### config.mk
export PLATFORM = sky130hd
export DESIGN_NAME = tbird_lamp_monitor
export DESIGN_NICKNAME = d
export VERILOG_FILES = /design/src/rtl/tbird_lamp_monitor.sv
export SDC_FILE = /design/constraint.sdc
export NUM_CORES = 1
export LEC_CHECK = 0
export CORE_ASPECT_RATIO = 0.6
export CORE_MARGIN = 4
export CORE_UTILIZATION = 45
export CTS_BUF_LIST = sky130_fd_sc_hd__clkbuf_16
export CTS_CLUSTER_DIAMETER = 200
export DETAILED_ROUTE_END_ITERATION = 6
export PLACE_DENSITY = 0.71
export SLEW_MARGIN = 0
export SYNTH_ARGS = -nofsm -noshare
export SYNTH_HDL_FRONTEND = slang
export SYNTH_SLANG_ARGS = --single-unit
### constraint.sdc
create_clock -name clk -period 4.7 [get_ports clk]
set_clock_uncertainty 0.2 [all_clocks]
set_input_delay 0.94 -clock clk [delete_from_list [all_inputs] [get_ports clk]]
set_output_delay 0.94 -clock clk [all_outputs]
set_load 0.1 [all_outputs]
### src/rtl/tbird_lamp_monitor.sv
// Checker for the Thunderbird tail-lamp bus: decodes left/right/hazard sequences,
// checks step order and hold time. Define TBIRD_MON_COUNT_EN to keep completion counters.
module tbird_lamp_monitor #(
    parameter int STEP_CYCLES = 1,
    parameter int CNT_W       = 8
) (
    input  logic             clk,
    input  logic             reset,
    input  logic             LA,
    input  logic             LB,
    input  logic             LC,
    input  logic             RA,
    input  logic             RB,
    input  logic             RC,
    output logic [1:0]       mode,
    output logic             seq_done,
    output logic             err,
    output logic [2:0]       err_code,
    output logic [CNT_W-1:0] left_cnt,
    output logic [CNT_W-1:0] right_cnt,
    output logic [CNT_W-1:0] haz_cnt
);

    // Step states share their numbering with the pattern codes below,
    // so "same pattern" and "next pattern" are plain compares.
    typedef enum logic [3:0] {
        S_IDLE   = 4'd0,
        S_L1     = 4'd1, S_L2 = 4'd2, S_L3 = 4'd3,
        S_R1     = 4'd4, S_R2 = 4'd5, S_R3 = 4'd6,
        S_H1     = 4'd7, S_H2 = 4'd8, S_H3 = 4'd9,
        S_RESYNC = 4'd10
    } state_t;

    localparam logic [3:0] P_OFF = 4'd0;
    localparam logic [3:0] P_L1  = 4'd1;
    localparam logic [3:0] P_R1  = 4'd4;
    localparam logic [3:0] P_H1  = 4'd7;
    localparam logic [3:0] P_ILL = 4'd15;

    localparam logic [2:0] E_ILLEGAL = 3'd1;
    localparam logic [2:0] E_ORDER   = 3'd2;
    localparam logic [2:0] E_SHORT   = 3'd3;
    localparam logic [2:0] E_LONG    = 3'd4;

    localparam logic [7:0] STEP = STEP_CYCLES[7:0];

    state_t     state_q, state_d;
    logic [3:0] pat, prev_q, succ;
    logic [7:0] run_q, run_d;
    logic [2:0] cause;
    logic       done_d;
    logic [1:0] mode_d;

    always_comb begin
        pat = P_ILL;
        case ({LA, LB, LC, RA, RB, RC})
            6'b000_000: pat = 4'd0;
            6'b100_000: pat = 4'd1;
            6'b110_000: pat = 4'd2;
            6'b111_000: pat = 4'd3;
            6'b000_100: pat = 4'd4;
            6'b000_110: pat = 4'd5;
            6'b000_111: pat = 4'd6;
            6'b100_100: pat = 4'd7;
            6'b110_110: pat = 4'd8;
            6'b111_111: pat = 4'd9;
            default:    pat = P_ILL;
        endcase
    end

    // Run length of the current pattern; run_q == 0 only straight after reset.
    always_comb begin
        run_d = 8'd1;
        if (run_q != 8'd0 && pat == prev_q)
            run_d = (run_q == 8'hFF) ? run_q : run_q + 8'd1;
    end

    always_comb begin
        state_d = state_q;
        cause   = 3'd0;
        done_d  = 1'b0;
        case (state_q)
            S_L3, S_R3, S_H3: succ = P_OFF;
            default:          succ = state_q + 4'd1;
        endcase
        case (state_q)
            S_RESYNC: begin
                if (pat == P_OFF) state_d = S_IDLE;
            end
            S_IDLE: begin
                if (pat == P_ILL)
                    cause = E_ILLEGAL;
                else if (pat == P_L1 || pat == P_R1 || pat == P_H1)
                    state_d = state_t'(pat);
                else if (pat != P_OFF)
                    cause = E_ORDER;
            end
            default: begin
                if (pat == P_ILL) begin
                    cause = E_ILLEGAL;
                end else if (pat == state_q) begin
                    if (run_q == STEP) cause = E_LONG;
                end else if (pat == succ) begin
                    if (run_q < STEP) begin
                        cause = E_SHORT;
                    end else if (pat == P_OFF) begin
                        state_d = S_IDLE;
                        done_d  = 1'b1;
                    end else begin
                        state_d = state_t'(succ);
                    end
                end else begin
                    cause = E_ORDER;
                end
            end
        endcase
        if (cause != 3'd0)
            state_d = (pat == P_OFF) ? S_IDLE : S_RESYNC;
    end

    always_comb begin
        mode_d = 2'b00;
        case (state_d)
            S_L1, S_L2, S_L3: mode_d = 2'b01;
            S_R1, S_R2, S_R3: mode_d = 2'b10;
            S_H1, S_H2, S_H3: mode_d = 2'b11;
            default:          mode_d = 2'b00;
        endcase
    end

    always_ff @(posedge clk) begin
        if (!reset) begin
            state_q  <= S_RESYNC;
            run_q    <= 8'd0;
            prev_q   <= P_OFF;
            mode     <= 2'b00;
            seq_done <= 1'b0;
            err      <= 1'b0;
            err_code <= 3'd0;
        end else begin
            state_q  <= state_d;
            run_q    <= run_d;
            prev_q   <= pat;
            mode     <= mode_d;
            seq_done <= done_d;
            err      <= (cause != 3'd0);
            if (cause != 3'd0) err_code <= cause;
        end
    end

`ifdef TBIRD_MON_COUNT_EN
    logic [CNT_W-1:0] left_q, right_q, haz_q;

    // mode still names the finishing sequence on its OFF edge.
    always_ff @(posedge clk) begin
        if (!reset) begin
            left_q  <= '0;
            right_q <= '0;
            haz_q   <= '0;
        end else if (done_d) begin
            case (mode)
                2'b01:   if (left_q  != '1) left_q  <= left_q  + CNT_W'(1);
                2'b10:   if (right_q != '1) right_q <= right_q + CNT_W'(1);
                2'b11:   if (haz_q   != '1) haz_q   <= haz_q   + CNT_W'(1);
                default: ;
            endcase
        end
    end

    assign left_cnt  = left_q;
    assign right_cnt = right_q;
    assign haz_cnt   = haz_q;
`else
    assign left_cnt  = '0;
    assign right_cnt = '0;
    assign haz_cnt   = '0;
`endif

endmodule

Yosys cells after proc, flatten, opt, wreduce, memory -nomap -nowiden
Memory sizes are Yosys's and may differ from the RTL's. A register that Yosys moved wholly into a read port is not among the register bits.
Index checks and enable logic that the tools add are counted.
{ "totals": {"regBits": 21, "mem_bits_ro": 32, "output_inout_bits": 31, "n_memories": 1} }
{ "classes": {"add_sub_neg": 2, "n_lt_le_gt_ge": 1, "eq_ne": 23, "muxes": 25, "bitwise_logic": 2, "reduce_logical": 13} }
{ "mem_list": {"columns": ["name", "words", "width", "rd", "rd_ports_with_merged_regs", "write_ports", "line_no", "text"], "rows": [
  ["(no name shown)", 16, 2, 1, 1, 0, "123", "case (state_d)"]
]} }
{ "op_table": {"columns": ["cell", "count"], "rows": [
  ["$mux 4", 11],
  ["$pmux 4 s10", 1],
  ["$eq 6x6->1 const B", 6],
  ["$eq 6x3->1 const B", 3],
  ["$eq 4x3->1 const B", 3],
  ["$eq 4x4->1", 3],
  ["$eq 4x4->1 const B", 3],
  ["$mux 3", 4],
  ["$add 8x1->8 const B", 1],
  ["$eq 8x1->1 const B", 1],
  ["$eq 8x8->1 const B", 1],
  ["$logic_not 4->1", 2],
  ["$lt 8x1->1 const B", 1],
  ["$mux 2", 4],
  ["$pmux 4 s2", 1],
  ["$reduce_bool 8->1", 1],
  ["$reduce_or 7->1", 1],
  ["$logic_not 6->1", 1],
  ["$pmux 3 s2", 1],
  ["$add 4x1->4 const B", 1],
  ["$eq 4x1->1 const B", 1],
  ["$eq 4x2->1 const B", 1],
  ["$reduce_bool 4->1", 1],
  ["$mux 1", 3],
  ["other kinds (8)", 10]
]} }

Depth between registers and ports, before layout
{ "depth": {"ltp_word": 10, "mapped_depth": 12, "mapped_depth_nobuf": 11} }

Worst setup path after synthesis
No wires, ideal clock.
{ "synth_path": {"path_type": "input -> register", "startpoint": "input port LB", "endpoint": "register mode[0]", "setup_time_ps": 103, "arrival_ps": 3358, "required_ps": 4397, "slack_ps": 1039, "cell_stages": 10, "path_buffers": 1, "cell_sequence": "buf_6 -> or4_4 -> o22ai_2 -> nor2_2 -> xnor2_1 -> a311oi_4 -> and3_4 -> mux2i_4 -> a22oi_2 -> a2111oi_2"} }
{ "synth_between": {"elab_chain_cells": 10, "word_cells_on_any_way": 40, "cone_classes": "15 x eq/ne; 19 x mux; 6 x reduce/logical"} }
{ "synth_lines": {"columns": ["item", "line_no", "text"], "rows": [
  ["from (decl)", "10", "input logic LB,"],
  ["$eq 6x6->1 (tied with other cells)", "56", "case ({LA, LB, LC, RA, RB, RC})"],
  ["$pmux 4 s10 (*)", "56", null],
  ["$logic_not 4->1 (tied with other cells)", "88, 106, 118", null],
  ["$mux 4 / $logic_or 1x1->1 (equally long branches)", "106, 93", null],
  ["$mux 4 / $logic_or 1x1->1 (equally long branches)", "104, 93", null],
  ["$mux 4 / $mux 2 (equally long branches)", "103, 93", null],
  ["$mux 4 / $mux 2 (equally long branches)", "101, 91", null],
  ["$mux 4 / $pmux 3 s2 (equally long branches)", "99, 86", null],
  ["$pmux 4 s2 / $reduce_bool 3->1 (equally long branches)", "86, 117", null],
  ["$mux 4 (*)", "117", "if (cause != 3'd0)"],
  ["to (decl)", "15", "output logic [1:0] mode,"]
]} }
Mark *: on every way between the ends. The rest lies on a longest branch, timed or not.
A chain may end at the register's enable or synchronous reset.

Worst setup path in the final report
Same ends and word-level chain as after synthesis.

==> reports/results.ini <==
[outcome]
status = complete, no violations

[cells_and_area]
finalInstanceArea_um2 = 2120
final_cell_count_no_fill = 307
areaGrowthSynthToFinish_pct = 6.34
drive_gt1_share_pct = 12.6
diodes = 0
fin_nets = 263

[synth]
synth_edf_count = 0
yosysUniqueCellTypes = 66
postSynthCellCount = 238
synth-seq-area-share_pct = 23.1
synth_seq_cells = 23
async_flop_share_pct = 0
yosys_warnings = 0
synthFlopType = dfxtp_1
avgSynthCellArea_um2 = 8.37
synth_area_um2 = 1990

[clock_tree]
cts.path.max_buffers = 2
numCtsBuffers = 3
post_cts_resized = 0
cts_max_level = 1
cts_root_buf = clkbuf_16
holdBufCountCts = 0
cts_tree = done
clock_latency_ps = 260
post_cts_buffers = 0
path_clk_slew_ps = 60
cts.sinks = 23

[sta]
fin_crit_ps = 4020
drv_slew = 0
fin_crit_sh_pct = 85.6
setup_tns_ps = 0
grt_setup_unrepaired = false
hold_viol = 0
fmax_mhz = 249
setup_viol = 0
max_slew_margin_pct = 34.7
tightest_slew_ps = 976

[grt]
grt-busiest-layer = met1
use_met3_pct = 3.55
grtUsageTotal_pct = 14.8
first_global_vias = 1347
grt_util_met2_pct = 20.0
grt_pass1_wl_um = 6640
grt.met1_usage_pct = 23.6
grt_overflow = 0
antenna_found_initial = 0
grt_max_degree = 14

[detailed_routing]
drt_iter0_drc = 155
ant_nets = 0
vias = 1625
via_per_inst = 5.29
wire_per_inst_um = 13.2
drtPass1Iterations = 4
drc = 0
finalWirelength_um = 4040

[hold_path]
holdCritPathClass = flop to flop
whs_path_depth = 2

[placement]
dpl.hpwl_um = 3200
io_buffers = 14
place_congestion = 0.994
dpl_cell_area_um2 = 2040
placed_cells = 303

[worst_setup_path]
crit_path_start_kind = input port
critPathArrivalTime_ps = 3980
crit_path_end_kind = flop
crit_type = input port to flop
required_ps = 4660
crit_start = LB
reg2regPathDepth = 11
reg2reg_from = state_q[0]
worstSetupEndpoint = mode[0]
reg2reg_to = mode[0]
crit_fanout = 9
rrSetupSlack_ps = 1350

[die]
start_util_pct = 47.6
ios = 39
fp-row-count = 18
dieArea_um2 = 5590
die_y_um = 59.6
fp.dieW_um = 93.9
coreArea_um2 = 4190

[power_and_ir_drop]
p_leak_nw = 0.795
power_density_nw_per_um2 = 323
power.total_mw = 0.685
p_sw_share_pct = 42.9
vdd_drop_max_mv = 0.123
p_clk_share_pct = 26.6
share_seq_of_total_power_pct = 31.9
p_int_mw = 0.391
netSwitchingPower_mw = 0.294
p_comb_share_pct = 41.5

[run]
drv_cap = 0

-- placed cells by master (no fill, tap or decap), types with 3 or more instances in the layout --
| cell type | count |
|---|---|
| dfxtp_1 | 23 |
| a21oi_1 | 11 |
| nor2b_1 | 3 |
| xnor2_1 | 9 |
| nand3_1 | 10 |
| nand2b_1 | 4 |
| nand4_1 | 5 |
| nand2_1 | 15 |
| clkbuf_16 | 3 |
| o21ai_0 | 5 |
| nor3_1 | 21 |
| inv_1 | 5 |
| conb_1 | 24 |
| a31oi_1 | 5 |
| and2_1 | 3 |
| clkdlybuf4s50_1 | 14 |
| nand3b_1 | 4 |
| nor2_1 | 17 |
| and3_1 | 4 |
| ha_1 | 7 |
| xor2_1 | 5 |
-- how the worst min path moves through the flow --
stage,startpoint,to,slack [ps]
CTS,err_code[0],err_code[0],280
finish,err_code[0],err_code[0],280
detailed placement,err_code[0],err_code[0],270
global placement,err_code[0],err_code[0],260
floorplan,run_q[6],run_q[6],300
global route,err_code[1],err_code[1],330
-- state kept, by name (all words and copies together), names as in the netlist --
signal / flops
err: 1
err_code: 3
mode: 2
prev_q: 4
run_q: 8
seq_done: 1
state_q: 4
-- synthesized netlist by cell type (all sizes together), types with 3 or more instances --
cell,number,area [um2]
nand3b,4,30.0
ha,7,87.6
nand4,5,31.3
nor4,3,33.8
and2,3,18.8
nor2,18,70.1
and3,6,47.5
buf,31,245
dfxtp,23,460
xnor2,9,78.8
nand3,12,70.1
o21ai,5,25.0
nand2b,4,25.0
nand2,16,62.6
a21oi,11,55.1
nor2b,3,18.8
a31oi,5,31.3
or3,3,23.8
nor3,21,105
or4,3,27.5
inv,6,22.5
xor2,5,43.8
-- power by group through the flow --
| stage | registers, mW | clock network (mW) | logic [mW] |
|---|---|---|---|
| global route | 0.220 | 0.195 | 0.300 |
| detailed placement | 0.223 | 0 | 0.281 |
| CTS | 0.218 | 0.187 | 0.282 |
| global placement | 0.222 | 0 | 0.281 |
| floorplan | 0.268 | 0 | 0.215 |
| finish | 0.218 | 0.182 | 0.284 |
-- critical path, stage by stage --
cell and delay (ps):
clkdlybuf4s50_1 590, or4_4 630, o22ai_2 200, nor2_2 90, xnor2_1 190, a311oi_4 360, and3_4 300, mux2i_4 270
a22oi_2 110, a2111oi_2 320
-- per-stage QoR --
stage	worst slack, ps	utilization (%)	hold slack [ps]
after global routing	458	50.6	327
final	678	50.6	280
after CTS	687	50.6	279
after global placement	493	48.7	263
after detailed placement	444	48.7	266
after floorplan	1040	-	303
-- cell type report --
cell class | count | area [um2]
clock buffer | 3 | 75.1
clock inverter | 1 | 5.00
fill | 402 | 2070
timing repair buffer | 15 | 148
tap | 60 | 75.1
inverter | 7 | 26.3
sequential | 23 | 460
multi-input combinational | 198 | 1330
-- metal layers --
metal,share of wire (%),wire length (um)
met3,10,416
met4,0.40,16
met2,39,1570
met1,50,2030
met5,0,0
-- logic make-up (layout without fill, tap and decap cells) --
group	after synthesis	after routing	share of synthesized area (%)
compound gates	44	44	19.0
xor+xnor	14	14	6.15
fa+ha+maj	7	7	4.39
buf+inv	40	26	14.5
flops	23	23	23.1
mux	2	2	1.63
other cells	1	24	0.188
simple gates	107	107	31.1
Power figures use the tool's default switching activity.
